[src/rtl/pacman_move_ctrl_pkg.sv]
// Shared definitions for the Pac-Man movement controller and the map
// address helper.
//   - Direction indices into the {U,D,L,R} lookup/button vectors.
//   - FSM state encoding of the per-frame lookup sequencer.
//   - Default screen geometry constants.
package pacman_move_ctrl_pkg;

    localparam int SCREEN_W    = 640;
    localparam int SCREEN_H    = 480;
    localparam int SPRITE_EDGE = 22;

    // Bit positions inside 4-bit {U,D,L,R} vectors.
    localparam logic [1:0] DIR_R = 2'd0;
    localparam logic [1:0] DIR_L = 2'd1;
    localparam logic [1:0] DIR_D = 2'd2;
    localparam logic [1:0] DIR_U = 2'd3;

    typedef enum logic [2:0] {
        ST_IDLE   = 3'd0,
        ST_QL     = 3'd1,
        ST_QR     = 3'd2,
        ST_QU     = 3'd3,
        ST_QD     = 3'd4,
        ST_CAPD   = 3'd5,
        ST_UPDATE = 3'd6
    } moveState_t;

endpackage

[src/rtl/pacman_map_addr.sv]
// Combinational neighbour-address generator for the boolean map.
// Ports:
//   x, y      sprite position
//   dir       neighbour direction (DIR_R/L/D/U)
//   addr      row-major map address of the neighbour pixel, 0 when out of bounds
//   inBounds  1 when the neighbour lies inside the movement area
module pacman_map_addr
    import pacman_move_ctrl_pkg::*;
#(
    parameter int WIDTH  = SCREEN_W,
    parameter int HEIGHT = SCREEN_H,
    parameter int SPRITE = SPRITE_EDGE,
    parameter int ADDR_W = 19
) (
    input  logic [9:0]        x,
    input  logic [8:0]        y,
    input  logic [1:0]        dir,
    output logic [ADDR_W-1:0] addr,
    output logic              inBounds
);

    localparam logic [ADDR_W-1:0] WIDTH_A = ADDR_W'(WIDTH);
    localparam logic [ADDR_W-1:0] ONE_A   = {{(ADDR_W-1){1'b0}}, 1'b1};
    localparam logic [9:0]        X_MAX   = 10'(WIDTH - SPRITE);
    localparam logic [8:0]        Y_MAX   = 9'(HEIGHT - SPRITE);

    logic [ADDR_W-1:0] colA;
    logic [ADDR_W-1:0] rowA;

    always_comb begin
        colA     = ADDR_W'(x);
        rowA     = ADDR_W'(y);
        inBounds = 1'b0;
        case (dir)
            DIR_L: begin
                inBounds = (x != 10'd0);
                colA     = ADDR_W'(x) - ONE_A;
            end
            DIR_R: begin
                inBounds = (x < X_MAX);
                colA     = ADDR_W'(x) + ONE_A;
            end
            DIR_U: begin
                inBounds = (y != 9'd0);
                rowA     = ADDR_W'(y) - ONE_A;
            end
            DIR_D: begin
                inBounds = (y < Y_MAX);
                rowA     = ADDR_W'(y) + ONE_A;
            end
            default: ;
        endcase
        // Out-of-bounds neighbours would wrap; never put such an address on the bus.
        addr = inBounds ? (colA + WIDTH_A * rowA) : '0;
    end

endmodule

[src/rtl/pacman_move_ctrl.sv]
// Pac-Man movement controller. Time-multiplexes the single boolean-map RAM
// port to fetch the four neighbour cells once per frame, then applies one
// movement step, and owns the sprite position and title-screen flag.
// Ports:
//   clk         system / map RAM clock
//   reset       synchronous active-low reset
//   frame_tick  end-of-frame level; rising edge starts a lookup sequence
//   btn_u/d/l/r direction buttons (level), latched at sequence start
//   btn_c       start button, clears start_game
//   map_addr    map read address (0 when idle or neighbour out of bounds)
//   map_data    map read data, one cycle after map_addr
//   pos_x/pos_y sprite position
//   allowed     {U,D,L,R} results of the last completed sequence
//   busy        lookup sequence in progress
//   move_done   one-cycle pulse in the position-commit cycle
//   overrun     sticky: a tick edge arrived while busy
//   start_game  title screen active
module pacman_move_ctrl
    import pacman_move_ctrl_pkg::*;
#(
    parameter int WIDTH   = SCREEN_W,
    parameter int HEIGHT  = SCREEN_H,
    parameter int SPRITE  = SPRITE_EDGE,
    parameter int START_X = 310,
    parameter int START_Y = 230,
    parameter int ADDR_W  = 19,
    parameter int MAP_DW  = 2
) (
    input  logic              clk,
    input  logic              reset,
    input  logic              frame_tick,
    input  logic              btn_u,
    input  logic              btn_d,
    input  logic              btn_l,
    input  logic              btn_r,
    input  logic              btn_c,
    output logic [ADDR_W-1:0] map_addr,
    input  logic [MAP_DW-1:0] map_data,
    output logic [9:0]        pos_x,
    output logic [8:0]        pos_y,
    output logic [3:0]        allowed,
    output logic              busy,
    output logic              move_done,
    output logic              overrun,
    output logic              start_game
);

    moveState_t        state;
    moveState_t        stateNext;
    logic              tickPrev;
    logic              tickEdge;
    logic [3:0]        btnLat;
    logic [3:0]        hitLat;
    logic              reqInB_p0;
    logic              issueVld;
    logic [1:0]        issueDir;
    logic [ADDR_W-1:0] calcAddr;
    logic              calcInB;
    logic              hit;
    logic [9:0]        xNext;
    logic [8:0]        yNext;

    assign tickEdge  = frame_tick & ~tickPrev;
    assign busy      = (state != ST_IDLE);
    assign move_done = (state == ST_UPDATE);
    // The in-bounds flag travels one cycle behind its address, alongside the RAM latency.
    assign hit       = (map_data != '0) & reqInB_p0;

    pacman_map_addr #(
        .WIDTH  (WIDTH),
        .HEIGHT (HEIGHT),
        .SPRITE (SPRITE),
        .ADDR_W (ADDR_W)
    ) uMapAddr (
        .x        (pos_x),
        .y        (pos_y),
        .dir      (issueDir),
        .addr     (calcAddr),
        .inBounds (calcInB)
    );

    always_comb begin
        stateNext = state;
        issueVld  = 1'b0;
        issueDir  = DIR_L;
        case (state)
            ST_IDLE:   if (tickEdge) stateNext = ST_QL;
            ST_QL: begin
                issueVld  = 1'b1;
                issueDir  = DIR_L;
                stateNext = ST_QR;
            end
            ST_QR: begin
                issueVld  = 1'b1;
                issueDir  = DIR_R;
                stateNext = ST_QU;
            end
            ST_QU: begin
                issueVld  = 1'b1;
                issueDir  = DIR_U;
                stateNext = ST_QD;
            end
            ST_QD: begin
                issueVld  = 1'b1;
                issueDir  = DIR_D;
                stateNext = ST_CAPD;
            end
            ST_CAPD:   stateNext = ST_UPDATE;
            ST_UPDATE: stateNext = ST_IDLE;
            default:   stateNext = ST_IDLE;
        endcase
        map_addr = issueVld ? calcAddr : '0;
    end

    // Left beats right and up beats down; the two axes are independent.
    always_comb begin
        xNext = pos_x;
        yNext = pos_y;
        if (btnLat[DIR_L] && hitLat[DIR_L]) begin
            xNext = pos_x - 10'd1;
        end else if (btnLat[DIR_R] && hitLat[DIR_R]) begin
            xNext = pos_x + 10'd1;
        end
        if (btnLat[DIR_U] && hitLat[DIR_U]) begin
            yNext = pos_y - 9'd1;
        end else if (btnLat[DIR_D] && hitLat[DIR_D]) begin
            yNext = pos_y + 9'd1;
        end
    end

    // Control and position state
    always_ff @(posedge clk) begin
        if (!reset) begin
            state      <= ST_IDLE;
            tickPrev   <= 1'b0;
            pos_x      <= 10'(START_X);
            pos_y      <= 9'(START_Y);
            allowed    <= 4'd0;
            overrun    <= 1'b0;
            start_game <= 1'b1;
        end else begin
            state    <= stateNext;
            tickPrev <= frame_tick;
            if (btn_c) begin
                start_game <= 1'b0;
            end
            if (tickEdge && (state != ST_IDLE)) begin
                overrun <= 1'b1;
            end
            if (state == ST_UPDATE) begin
                allowed <= hitLat;
                if (!start_game) begin
                    pos_x <= xNext;
                    pos_y <= yNext;
                end
            end
        end
    end

    // Lookup datapath: button latch and per-direction result capture
    always_ff @(posedge clk) begin
        reqInB_p0 <= issueVld & calcInB;
        if ((state == ST_IDLE) && tickEdge) begin
            btnLat <= {btn_u, btn_d, btn_l, btn_r};
        end
        case (state)
            ST_QR:   hitLat[DIR_L] <= hit;
            ST_QU:   hitLat[DIR_R] <= hit;
            ST_QD:   hitLat[DIR_U] <= hit;
            ST_CAPD: hitLat[DIR_D] <= hit;
            default: ;
        endcase
    end

endmodule

[config.mk]
export PLATFORM = sky130hd
export DESIGN_NAME = pacman_move_ctrl
export DESIGN_NICKNAME = d
export VERILOG_FILES = /design/src/rtl/pacman_move_ctrl_pkg.sv /design/src/rtl/pacman_map_addr.sv /design/src/rtl/pacman_move_ctrl.sv
export SDC_FILE = /design/constraint.sdc
export NUM_CORES = 1
export LEC_CHECK = 0
export BUFFER_PORTS_ARGS = -buffer_cell sky130_fd_sc_hd__buf_2
export CAP_MARGIN = 30
export CORE_MARGIN = 2
export CORE_UTILIZATION = 48
export DETAILED_ROUTE_END_ITERATION = 8
export PLACE_DENSITY = 0.69
export SLEW_MARGIN = 30
export SYNTH_ARGS = -nofsm -noshare
export SYNTH_HDL_FRONTEND = slang
export SYNTH_HIERARCHICAL = 1
export SYNTH_SLANG_ARGS = --single-unit
[constraint.sdc]
create_clock -name clk -period 6.6 [get_ports clk]
set_input_delay 0.66 -clock clk [delete_from_list [all_inputs] [get_ports clk]]
set_output_delay 0.66 -clock clk [all_outputs]
set_load 0.05 [all_outputs]
== Yosys cells after proc, flatten, opt, wreduce, memory -nomap -nowiden ==
Index checks and enable logic that the tools add are counted.

* Output and inout bits: 46
* Register bits after elaboration: 38
* Input port bits: 10

* Equality and inequality tests: 10
* Magnitude comparators: 2
* Bitwise operators: 5
* Reductions and logical operators: 17
* Muxes and demuxes: 13
* Multiply operators: 1
* Add/sub/neg operators: 9

{| class="wikitable"
|+ Operators by type and width
! kind !! count
|-
| $pmux 19 s2 || 2
|-
| $mux 19 || 2
|-
| $mux 10 || 2
|-
| $add 19x19->19 || 1
|-
| $mul 3x19->12 const A || 1
|-
| $mux 9 || 2
|-
| $pmux 3 s6 || 1
|-
| $add 10x1->11 const B || 1
|-
| $sub 10x1->11 const B || 1
|-
| $add 10x1->10 const B || 1
|-
| $add 9x1->10 const B || 1
|-
| $lt 10x10->1 const B || 1
|-
| $reduce_bool 10->1 || 1
|-
| $sub 10x1->10 const B || 1
|-
| $sub 9x1->10 const B || 1
|-
| $add 9x1->9 const B || 1
|-
| $eq 3x3->1 const B || 3
|-
| $lt 9x9->1 const B || 1
|-
| $reduce_bool 9->1 || 1
|-
| $sub 9x1->9 const B || 1
|-
| $eq 3x2->1 const B || 2
|-
| $logic_and 1x1->1 || 6
|-
| $pmux 2 s3 || 1
|-
| $reduce_and 3->1 || 2
|-
| 14 further kinds || 20
|}

== Logic depth before layout (Yosys ltp) ==
* Word-level depth: 8
* Gate-level depth with buffers: 23

== By module ==
The synthesis kept the hierarchy.

{| class="wikitable"
|+ Modules (own cells, without submodules)
! module !! area each (µm²) !! cells an instance !! sequential area each (µm²) !! instances
|-
| pacman_move_ctrl || 2200.9 || 239 || 840.8 || 1
|-
| pacman_map_addr || 1785.5 || 251 || 0.0 || 1
|}

== Least setup slack after synthesis ==
No wires, ideal clock.

* Kind: register to output
* From: reg state[0]
* To: out map_addr[18]
* Arrival: 4948 ps
* Cell stages (with the launch flop): 23
* Slack: 992 ps
* Required time: 5940 ps
* Cell sequence: dfxtp_1 > buf_2 > nor2_1 > and2_1 > or2_2 > clkbuf_1 > buf_1 > o21ai_0 > xnor2_1 > ha_1 > ha_1 > fa_1 > a21oi_1 > inv_1 > a21oi_1 > xnor2_1 > ha_1 > a21o_1 > a21o_1 > a2111oi_0 > o22ai_1 > a21oi_2 > and2_1

* Longest elaborated chain between the ends: 8
* Elaborated cells between the ends (all ways): 18

{| class="wikitable"
|+ Ends and longest elaborated chain
! element !! line !! text
|-
| start: declaration || pacman_move_ctrl.sv:48 || <nowiki>moveState_t state;</nowiki>
|-
| start signal: assignment || pacman_move_ctrl.sv:142 || <nowiki>state <= stateNext;</nowiki>
|-
| $eq 3x3->1 / $eq 3x2->1 (equally long branches) || pacman_move_ctrl.sv:86 || <nowiki>case (state)</nowiki>
|-
| $pmux 2 s3 * || pacman_move_ctrl.sv:86 ||
|-
| net issueDir[1] || pacman_move_ctrl.sv:56 || <nowiki>logic [1:0] issueDir;</nowiki>
|-
| $eq 2x2->1 || pacman_map_addr.sv:34 || <nowiki>case (dir)</nowiki>
|-
| $pmux 19 s2 || pacman_map_addr.sv:34 ||
|-
| $mul 3x19->12 || pacman_map_addr.sv:54 || <nowiki>addr = inBounds ? (colA + WIDTH_A * rowA) : '0;</nowiki>
|-
| $add 19x19->19 || pacman_map_addr.sv:54 ||
|-
| $mux 19 * || pacman_map_addr.sv:54 ||
|-
| net calcAddr[18] || pacman_move_ctrl.sv:57 || <nowiki>logic [ADDR_W-1:0] calcAddr;</nowiki>
|-
| $mux 19 * || pacman_move_ctrl.sv:112 || <nowiki>map_addr = issueVld ? calcAddr : '0;</nowiki>
|-
| end: declaration || pacman_move_ctrl.sv:37 || <nowiki>output logic [ADDR_W-1:0] map_addr,</nowiki>
|}

Mark *: on every way through the listed nets, which the timed path passes. The rest lies on a longest branch.

== Final worst setup path ==
* From: reg state[1]
* To: out map_addr[18]

Same word-level chain as after synthesis.

==> run metrics <==
run status=finished clean; ranking of synthesized cells by area=dfxtp_1 15%, ha_1 13%, edfxtp_1 6.0%, xnor2_1 5.7%, nor2_1 5.5%; post-route setup TNS=0 ns; Global Route Usage Sum=0.1979; DR iter-0 viols=252; RSZ-0062 raised after global routing=no; Mapped Cells=490; boundary pin count=56; diode count=0; FF-to-FF End=reqInB_p0$_DFF_P_; initial antenna violation count=0; PwrDens=139.8 nW/um2; first-pass GRT wire length=14720 um; Buffers on Ports=55; max-cap viol count=0; Final Hold Viols=0; fin crit period=6.140 ns; post-synthesis register bit count=38; pin count of the biggest net entering global routing=21; Final GP Congestion=0.8526; critical path launch point type=register; CTS Sinks=38; critical path type=reg2out; Hold Path Cell Cnt=2; required time of the worst setup path=5.94 ns; P_leak=0.001975 uW; Final ANT Viol Nets=0; Cell Area, Synth=3986 um2; TritonCTS Buffers=5; CTS Buffer Depth=2; worst reg-to-reg setup slack=3.81 ns; final cell count without fillers=640; Critical Path AT=5.48 ns; Yosys top cell area share=0.1507; # hold bufs at CTS=0; layout cells sized above 1=0.1645; Detailed Route WL=8875 um; Worst Max-Slew Pin Slew=0.6482 ns; DRC viols=0; synthesis-to-layout area growth=10.55%; # H-tree levels=2; register area share after synthesis=0.2109; Post-synth EDFFs=8; die width=95.13 um; CP Max Fanout=16; Worst VDD drop=0.1667 mV; clock slew at reported path FFs=0.07 ns; detailed placer's ending HPWL=6684 um; die area=9050 um2; root buffer cell=clkbuf_8; syn_nets=545; syn_area_per_cell=8.135 um2; worst flop-to-flop path startpoint=state[2]$_SDFFE_PN0P_; CP startpoint=state[1]$_SDFFE_PN0P_; starting density of the core=0.4901; YS warnings=6; WL/cell=13.87 um; worst hold path class=reg2reg; First-pass DRT Iterations=4; row count=33; CTS tree=built; drt via density=5.652; synth unique cells=70; relative slew slack=0.5652; CP endpoint=map_addr[18]; top cells by count, synth=58 x nor2_1, 42 x ha_1, 37 x nand2_1; Filler Cell Count=780; Final Cycle Share=0.9303; Cells after DPL=632; R2R depth=10; number of max-slew violations in the final report=0; Final #Nets=589; most numerous cell in the Yosys netlist=nor2_1; Async S/R FF share, synth=0; Synth Flop Type=dfxtp_1; crit path capture type=output port; Die H=95.13 um; Skew-Pair Late Insertion Delay=0.29 ns; vias in the first global route=3259; CORE AREA=8134 um2; gr ovfl total=0; Achievable Freq=162.9 MHz; final setup vio count=0; skew final=0.006204 ns; Synth area leader=dfxtp_1; DR vias=3617
## per-layer routing
layer  up-vias  part of all wire  track usage
li1       1860                 -            -
met3        10             0.031      0.02609
met2        71              0.48       0.3380
met5         -                 0            0
met4         0             0.010      0.05918
met1      1676              0.48       0.2599
## power breakdown
| part | switching, uW | leakage, uW | total, uW | internal, uW |
|---|---|---|---|---|
| clock network | 79.5 | 0.0000575 | 185 | 105 |
| registers | 7.47 | 0.000318 | 253 | 245 |
| logic | 120 | 0.00160 | 178 | 58.5 |
| total | 207 | 0.00197 | 616 | 409 |
## what timing repair did
item                                    in CTS  in global routing
buffers inserted                             0                  0
resized for setup                            0                  2
endpoints found under the setup margin       0                  1
## stage by stage
step                total power (uW)  area, um2    util  setup WS, ns  hold WS (ns)
finish                         616.1       4407  0.5418        0.4603        0.4896
global route                   648.7       4407  0.5418       0.01196        0.5333
CTS                            621.5       4404  0.5415        0.2816        0.4848
detailed placement             436.3       4294  0.5279        0.6345        0.4664
global placement               434.1       4294  0.5279        0.8610        0.4526
floorplan                      401.4       3986       -        0.9922        0.4700
## worst min-delay path by stage
stage / startpoint / to / slack (ns)
after floorplan: hitLat[3]$_DFFE_PP_ / allowed[3]$_SDFFE_PN0P_ / 0.47
after global routing: overrun$_SDFFE_PN0P_ / overrun$_SDFFE_PN0P_ / 0.53
after CTS: overrun$_SDFFE_PN0P_ / overrun$_SDFFE_PN0P_ / 0.48
final: overrun$_SDFFE_PN0P_ / overrun$_SDFFE_PN0P_ / 0.49
after detailed placement: overrun$_SDFFE_PN0P_ / overrun$_SDFFE_PN0P_ / 0.47
after global placement: overrun$_SDFFE_PN0P_ / overrun$_SDFFE_PN0P_ / 0.45
## layout make-up
class / count / area (um2) / area share
Multi-Input combinational cell: 413 / 2958 / 0.6712
Sequential cell: 38 / 840.8 / 0.1908
Timing Repair Buffer: 58 / 297.8 / 0.06758
Tap cell: 105 / 131.4 / 0.02981
Clock buffer: 8 / 110.1 / 0.02499
Inverter: 18 / 68.82 / 0.01562
## flip-flops by register name, indices dropped and copies added (netlist names)
| register | cells |
|---|---|
| reqInB_p0 | 1 |
| allowed | 4 |
| start_game | 1 |
| btnLat | 4 |
| hitLat | 4 |
| overrun | 1 |
| tickPrev | 1 |
| pos_y | 9 |
| pos_x | 10 |
| state | 3 |
## logic make-up after synthesis
family	count (synthesis)	share of synthesized area
muxes	9	0.02260
adders and majority gates	45	0.1469
xor gates and xnor gates	48	0.1055
DFF	38	0.2109
AOI/OAI and AO/OA	110	0.1858
buffers and inverters	39	0.04770
and+or+nand+nor	201	0.2806
## layout by cell type, fill, tap and decap left out, drive strengths merged, types with 4 or more instances in the layout
| cell type | instances |
|---|---|
| inv | 16 |
| edfxtp | 8 |
| and2 | 26 |
| xnor2 | 26 |
| nor4 | 9 |
| nand4 | 8 |
| xor2 | 22 |
| a211oi | 9 |
| o21ai | 24 |
| o211ai | 6 |
| clkbuf | 8 |
| nand2 | 37 |
| a21oi | 29 |
| buf | 58 |
| nor2 | 58 |
| mux2i | 9 |
| nor3 | 13 |
| nand3 | 12 |
| nand3b | 4 |
| a21o | 11 |
| nor2b | 4 |
| ha | 42 |
| o21bai | 4 |
| or4 | 4 |
| dfxtp | 30 |
| or3 | 6 |
## critical path, stage by stage, from the launching register on
cell	delay (ns)
dfxtp_1	0.56
inv_1	0.12
nand2_1	0.11
a21o_2	0.31
nor3b_1	0.37
and2_1	0.17
o21ai_0	0.09
xnor2_1	0.25
ha_1	0.31
ha_1	0.31
a21o_1	0.17
a21oi_1	0.21
o21ai_0	0.15
nor2_1	0.14
xnor2_1	0.08
ha_1	0.38
nand2_1	0.09
nor3_1	0.21
a2111oi_1	0.14
or4_4	0.51
a21oi_2	0.14
and2_1	0.12
buf_2	0.25
(Power assumes the default switching activity.)
